**src/rtl/fifo_stream_reader.sv**
```systemverilog
// fifo_stream_reader
//
// Drains words from the pop side of a FiFo and sends each one as a 1-bit
// valid/ready stream. It sits between a FiFo and any bit-serial sink.
//
// Optional build macro: FIFO_READER_PARITY_EN
//   defined     : an even-parity bit (XOR of the data bits) follows every
//                 word. io_out_last marks the parity bit. NBITS = WIDTH+1.
//   not defined : data bits only. io_out_last marks the final data bit.
//                 NBITS = WIDTH.
//
// Parameters
//   WIDTH      FiFo word width (>= 1)
//   MSB_FIRST  1: bit WIDTH-1 goes first; 0: bit 0 goes first
//   CNT_W      width of the words-sent counter
//
// Ports
//   clk            in   rising-edge clock
//   reset          in   asynchronous, active-low (0 = in reset)
//   io_fifo_dout   in   FiFo head word; valid whenever io_fifo_empty = 0
//   io_fifo_empty  in   FiFo empty flag
//   io_fifo_pop    out  pop request; the pop takes effect at the next edge
//   io_out_valid   out  serial bit valid
//   io_out_ready   in   sink ready
//   io_out_data    out  serial bit
//   io_out_last    out  high on the final bit of the current word
//   io_words_sent  out  completed words, wraps modulo 2^CNT_W
//   io_busy        out  FSM state: 1 while a word is held (SHIFT)
//
// Handshake: a bit moves on every rising edge where io_out_valid and
// io_out_ready are both 1. While io_out_valid = 1 and io_out_ready = 0,
// io_out_data, io_out_last and all internal state hold; valid never drops
// until the bit is taken.

module fifo_stream_reader #(
    parameter int WIDTH     = 2,
    parameter int MSB_FIRST = 1,
    parameter int CNT_W     = 8
) (
    input  logic             clk,
    input  logic             reset,
    input  logic [WIDTH-1:0] io_fifo_dout,
    input  logic             io_fifo_empty,
    output logic             io_fifo_pop,
    output logic             io_out_valid,
    input  logic             io_out_ready,
    output logic             io_out_data,
    output logic             io_out_last,
    output logic [CNT_W-1:0] io_words_sent,
    output logic             io_busy
);

`ifdef FIFO_READER_PARITY_EN
    localparam int NBITS = WIDTH + 1;
`else
    localparam int NBITS = WIDTH;
`endif

    localparam int              BC_W    = (NBITS > 1) ? $clog2(NBITS) : 1;
    localparam logic [BC_W-1:0] BC_LAST = BC_W'(NBITS - 1);

    localparam logic [0:0] S_IDLE  = 1'b0;
    localparam logic [0:0] S_SHIFT = 1'b1;

    logic [0:0]       state;
    logic [NBITS-1:0] shreg;
    logic [NBITS-1:0] load_word;
    logic [BC_W-1:0]  bitcnt;
    logic [CNT_W-1:0] words_sent;

    logic busy;
    logic at_last;
    logic accept;
    logic head_bit;

    // The parity bit is placed so that it leaves after the data bits in
    // either shift direction.
    always_comb begin
        load_word = '0;
`ifdef FIFO_READER_PARITY_EN
        if (MSB_FIRST != 0) begin
            load_word = {io_fifo_dout, ^io_fifo_dout};
        end else begin
            load_word = {^io_fifo_dout, io_fifo_dout};
        end
`else
        load_word = io_fifo_dout;
`endif
    end

    always_comb begin
        head_bit = (MSB_FIRST != 0) ? shreg[NBITS-1] : shreg[0];
    end

    assign busy    = (state == S_SHIFT);
    assign at_last = (bitcnt == '0);
    assign accept  = busy & io_out_ready;

    // Pop in IDLE whenever a word is present, or on the final bit of a word
    // so the next word starts with no bubble. Gated by reset so no pop can
    // leak out while the block is held in reset.
    assign io_fifo_pop = reset & ~io_fifo_empty & (~busy | (accept & at_last));

    assign io_out_valid  = busy;
    assign io_out_data   = busy & head_bit;
    assign io_out_last   = busy & at_last;
    assign io_words_sent = words_sent;
    assign io_busy       = busy;

    always_ff @(posedge clk or negedge reset) begin
        if (!reset) begin
            state      <= S_IDLE;
            shreg      <= '0;
            bitcnt     <= '0;
            words_sent <= '0;
        end else begin
            if (io_fifo_pop) begin
                // dout is captured only here; later changes do not matter
                shreg  <= load_word;
                bitcnt <= BC_LAST;
                state  <= S_SHIFT;
            end else if (accept) begin
                if (at_last) begin
                    state <= S_IDLE;
                end else begin
                    if (MSB_FIRST != 0) begin
                        shreg <= shreg << 1;
                    end else begin
                        shreg <= shreg >> 1;
                    end
                    bitcnt <= bitcnt - BC_W'(1);
                end
            end

            if (accept && at_last) begin
                words_sent <= words_sent + CNT_W'(1);
            end
        end
    end

endmodule
```
**config.mk**
```make
export PLATFORM = sky130hd
export DESIGN_NAME = fifo_stream_reader
export DESIGN_NICKNAME = d
export VERILOG_FILES = /design/src/rtl/fifo_stream_reader.sv
export SDC_FILE = /design/constraint.sdc
export NUM_CORES = 1
export LEC_CHECK = 0
export ABC_AREA = 1
export CORE_UTILIZATION = 44
export DETAILED_ROUTE_END_ITERATION = 10
export PLACE_DENSITY = 0.82
export SETUP_SLACK_MARGIN = 0.02
export SLEW_MARGIN = 20
export SYNTH_ARGS = -nofsm -noshare
export SYNTH_HDL_FRONTEND = slang
export SYNTH_SLANG_ARGS = --single-unit
```
**constraint.sdc**
```tcl
create_clock -name clk -period 1.4 [get_ports clk]
set_clock_uncertainty 0.2 [all_clocks]
set_input_delay 0.35 -clock clk [delete_from_list [all_inputs] [get_ports clk]]
set_output_delay 0.35 -clock clk [all_outputs]
set_load 0.03 [all_outputs]
```
-- Yosys cells after proc, flatten, opt, wreduce, memory -nomap -nowiden
Index checks and enable logic that the tools add are counted.
- flip-flop bits (word level): 12
- output and inout bits: 13
- logic and storage cells: 31
- add/subtract/negate cells: 2
- equal/unequal tests: 1
- multiplexer cells: 9
- bitwise gates (word level): 10
- reduce and logical (&&, ||, !) cells: 5
- operators with widths (cell ; number):
    $add A8 B1 Y8 const B ; 1
    $and A1 B1 Y1 ; 6
    $mux W1 ; 6
    $mux W2 ; 3
    $reduce_and A2 Y1 ; 2
    $reduce_bool A2 Y1 ; 2
    $not A1 Y1 ; 3
    $ne A2 B2 Y1 const B ; 1
    $logic_and A1 B1 Y1 ; 1
    $or A1 B1 Y1 ; 1
    $sub A1 B1 Y1 const B ; 1

-- Logic depth before layout (Yosys ltp)
- depth after elaboration: 6
- depth in mapped cells: 6

-- Least setup slack after synthesis
No wires, ideal clock.
- path type: flip-flop to output port
- start point: reg state, in the netlist io_busy
- end point: out io_out_last
- arrival: 1.076 ns
- path slack: -0.226 ns
- stages on the path, launching flop included: 3
- cell sequence: dfrtp_1 > inv_1 > nor2_1
- cells in the longest elaborated chain, start to end: 1
- ends and longest elaborated chain (what ; RTL line ; source):
    start: declaration ; 65 ; logic [0:0] state;
    start signal: assignment ; 112 ; state <= S_IDLE;
    start signal: assignment ; 121 ; state <= S_SHIFT;
    start signal: assignment ; 124 ; state <= S_IDLE;
    $and A1 B1 Y1 ; 106 ; assign io_out_last = busy & at_last;
    end: declaration ; 48 ; output logic io_out_last,
Every way passes these cells.

-- Worst setup path in the final report
- start point: reg bitcnt
- end point: out io_fifo_pop
- cells in the longest elaborated chain, start to end: 4
- ends and longest elaborated chain (what ; RTL line ; source):
    start: declaration ; 68 ; logic [BC_W-1:0] bitcnt;
    start signal: assignment ; 131 ; bitcnt <= bitcnt - BC_W'(1);
    $not A1 Y1 ; 96 ; assign at_last = (bitcnt == '0);
    $and A1 B1 Y1 ; 102 ; assign io_fifo_pop = reset & ~io_fifo_empty & (~busy | (accept & at_last));
    $or A1 B1 Y1 ; 102 ;
    $and A1 B1 Y1 ; 102 ;
    end: declaration ; 44 ; output logic io_fifo_pop,
Every way passes these cells.

==> results.cfg <==
[status]
status = finished, violations left
violations = negative setup slack

[detailed_routing]
vias = 704
wl_mm = 1.98
drtAntennaViolNets = 0
vias_per_cell = 5.18
dr.pass1.iters = 4
route.detailed.drc = 0
first_iter_violations = 23
wl_per_cell_um = 14.6

[floorplan]
die_h_um = 39.4
dieArea_um2 = 1550
core_area_um2 = 1300
rows = 13
ios = 19
die_w_um = 39.4
start_util_pct = 47.3

[placed_design]
dp_slack_ns = -0.548
place_hpwl_um = 978
gp_congestion = 0.716
io_buffers = 18
dp_cells = 115

[logic_synthesis]
synth_ff_type = dfrtp_1
synth_top_area_share_pct = 48.8
yosys_warnings = 0
synth_edf_count = 0
synth-async-reset-ratio_pct = 100
ys_types = 18
syn_inst = 75
yosysSeqAreaShare_pct = 48.8
syn_area_per_cell_um2 = 8.21
synth_area_leader_cell = dfrtp_1
synth_area_leaders = dfrtp_1 49%, nand2_1 13%, inv_1 6.7%
syn_area_um2 = 616
synth_nets = 82
synthTopCellsByCount = 22 x nand2_1, 12 x dfrtp_1, 11 x inv_1, 6 x nand3_1
synth_seq_cells = 12
synth.most_common_cell = nand2_1

[sta]
tightest_slew_ns = 0.203
setup-violations-final = 10
setup_tns_ns = -1.27
fmax_mhz = 593
period_needed_ns = 1.69
rsz0062_at_grt = yes
max-slew-margin-rel_pct = 86.4
slew_viol_final = 0
whs_ns = 0.282
worst_slack_ns = -0.285
hold_violations = 0
finalCritPeriodShare_pct = 120

[setup_path]
required_ns = 0.85
cp_max_fo = 2
arrival_ns = 1.14
worstSetupPathType = reg2out
start_kind = register
setup.worst_path.end_class = output port

[finish]
postLayoutCoreUtil_pct = 87.0
n_fill_cell = 68
diodes = 0
area_delta_synth_final_pct = 83.9
multi_input_area_um2 = 327
drive_above_1_share_pct = 56.2
regArea_um2 = 307
final_nets = 130
final_cells = 136

[power]
ir_worst_vdd_mv = 1.18
netSwitchingFraction_pct = 43.4
combPwrFrac_pct = 62.4
switchingPower_w = 0.000921
powerDensity_nw_per_um2 = 1870
intPower_w = 0.00120
p_seq_share_pct = 27.6
p_leak_nw = 0.584
clkPwrFrac_pct = 9.9

[global_route]
grt_first_pass_wirelength_mm = 2.68
grt_max_degree = 13
antenna_found_initial = 0
grtUsageTotal_pct = 27.0
overflow = 0
grt_pass1_vias = 590

[hold_path]
hold_class = in2reg

[cts]
htree_levels = 1
clock_latency_ns = 0.27
cts_sinks = 12
cts_tree = built
cts_buffers = 3
cts.clk_slew.worst_paths_ns = 0.08
clk_path_buf_depth = 2
cts-root-buf = clkbuf_4

[flow_run]
maxCapViolCount = 0
-- power by group through the flow --
stage,sequential [W],clock (W),combinational (W)
2_1_floorplan,0.000729,0,0.000368
3_3_place_gp,0.000593,0,0.000817
3_5_place_dp,0.000594,0,0.000834
4_1_cts,0.000552,0.000206,0.00125
5_1_grt,0.000593,0.000245,0.00139
6_report,0.000587,0.000211,0.00132
-- sequential cells by signal, indices dropped and copies added, names as in the netlist --
signal and cells:
io_words_sent 8, io_busy 1, shreg 2, bitcnt 1
-- kinds of logic after synthesis --
group | count (synthesis) | share of synthesized area [%]
AOI/OAI and AO/OA | 3 | 3.05
xor gates and xnor gates | 3 | 4.27
adders and majority gates | 1 | 2.03
buffers and inverters | 14 | 9.15
DFF | 12 | 48.8
and+or+nand+nor | 42 | 32.7
-- cell usage in the layout (no fill, tap or decap), types with 2 or more instances in the layout --
cell type         n
dfrtp_2           5
clkdlybuf4s50_1   2
o21ai_1           2
xnor2_1           2
nand2_1          18
inv_4             2
dfrtp_1           7
nand4_1           4
nand2_2           4
nand3_2           3
clkbuf_4          3
inv_2             3
nand3b_1          2
inv_1             8
nand3_1           3
buf_4            22
buf_6            16
nor2_4            4
-- final cells by class --
cell class / count / area share, %
inverters: 13 / 4.75
multi-input cells: 49 / 28.8
repair buffers: 44 / 35.7
clock buffers: 3 / 1.99
flip-flops and latches: 12 / 27.1
well taps: 15 / 1.66
-- routing by layer --
metal	GRT usage, %	vias up	wire length [um]
li1	-	328	-
met1	30.7	343	766
met2	48.4	29	1130
met3	3.98	4	66
met4	12.9	0	17
met5	0	-	0
-- path summary, 6_finish.rpt --
path,from,end,slack [ns],cells past startpoint
worst max-delay path,bitcnt,io_fifo_pop,-0.29,4
worst min-delay path,io_fifo_empty,shreg[0],0.28,6
worst max register to register,bitcnt,io_words_sent[7],-0.11,7
worst min register to register,shreg[1],shreg[1],0.34,2
max in group asynchronous,reset,io_words_sent[3],0.47,3
min in group asynchronous,reset,io_words_sent[6],0.35,3
-- through the flow --
stage / power, W / area (um2)
after floorplan: 0.00110 / 626
after global placement: 0.00141 / 845
after detailed placement: 0.00143 / 845
after CTS: 0.00201 / 1090
after global routing: 0.00223 / 1130
final: 0.00212 / 1130
-- worst max-delay path, cell delays in order (launching register included) --
cell	delay (ns)
dfrtp_2	0.44
o21ai_4	0.16
nand2_2	0.10
inv_4	0.06
buf_6	0.12
-- what timing repair did --
action / in CTS / in global routing
hold endpoints to repair: 12 / 0
hold buffers: 1 / 0
setup endpoints to repair: 22 / 24
pin swaps: 8 / 8
gates resized for setup: 36 / 13
setup buffers: 21 / 1
No activity file was read; power rests on OpenSTA's default activity.
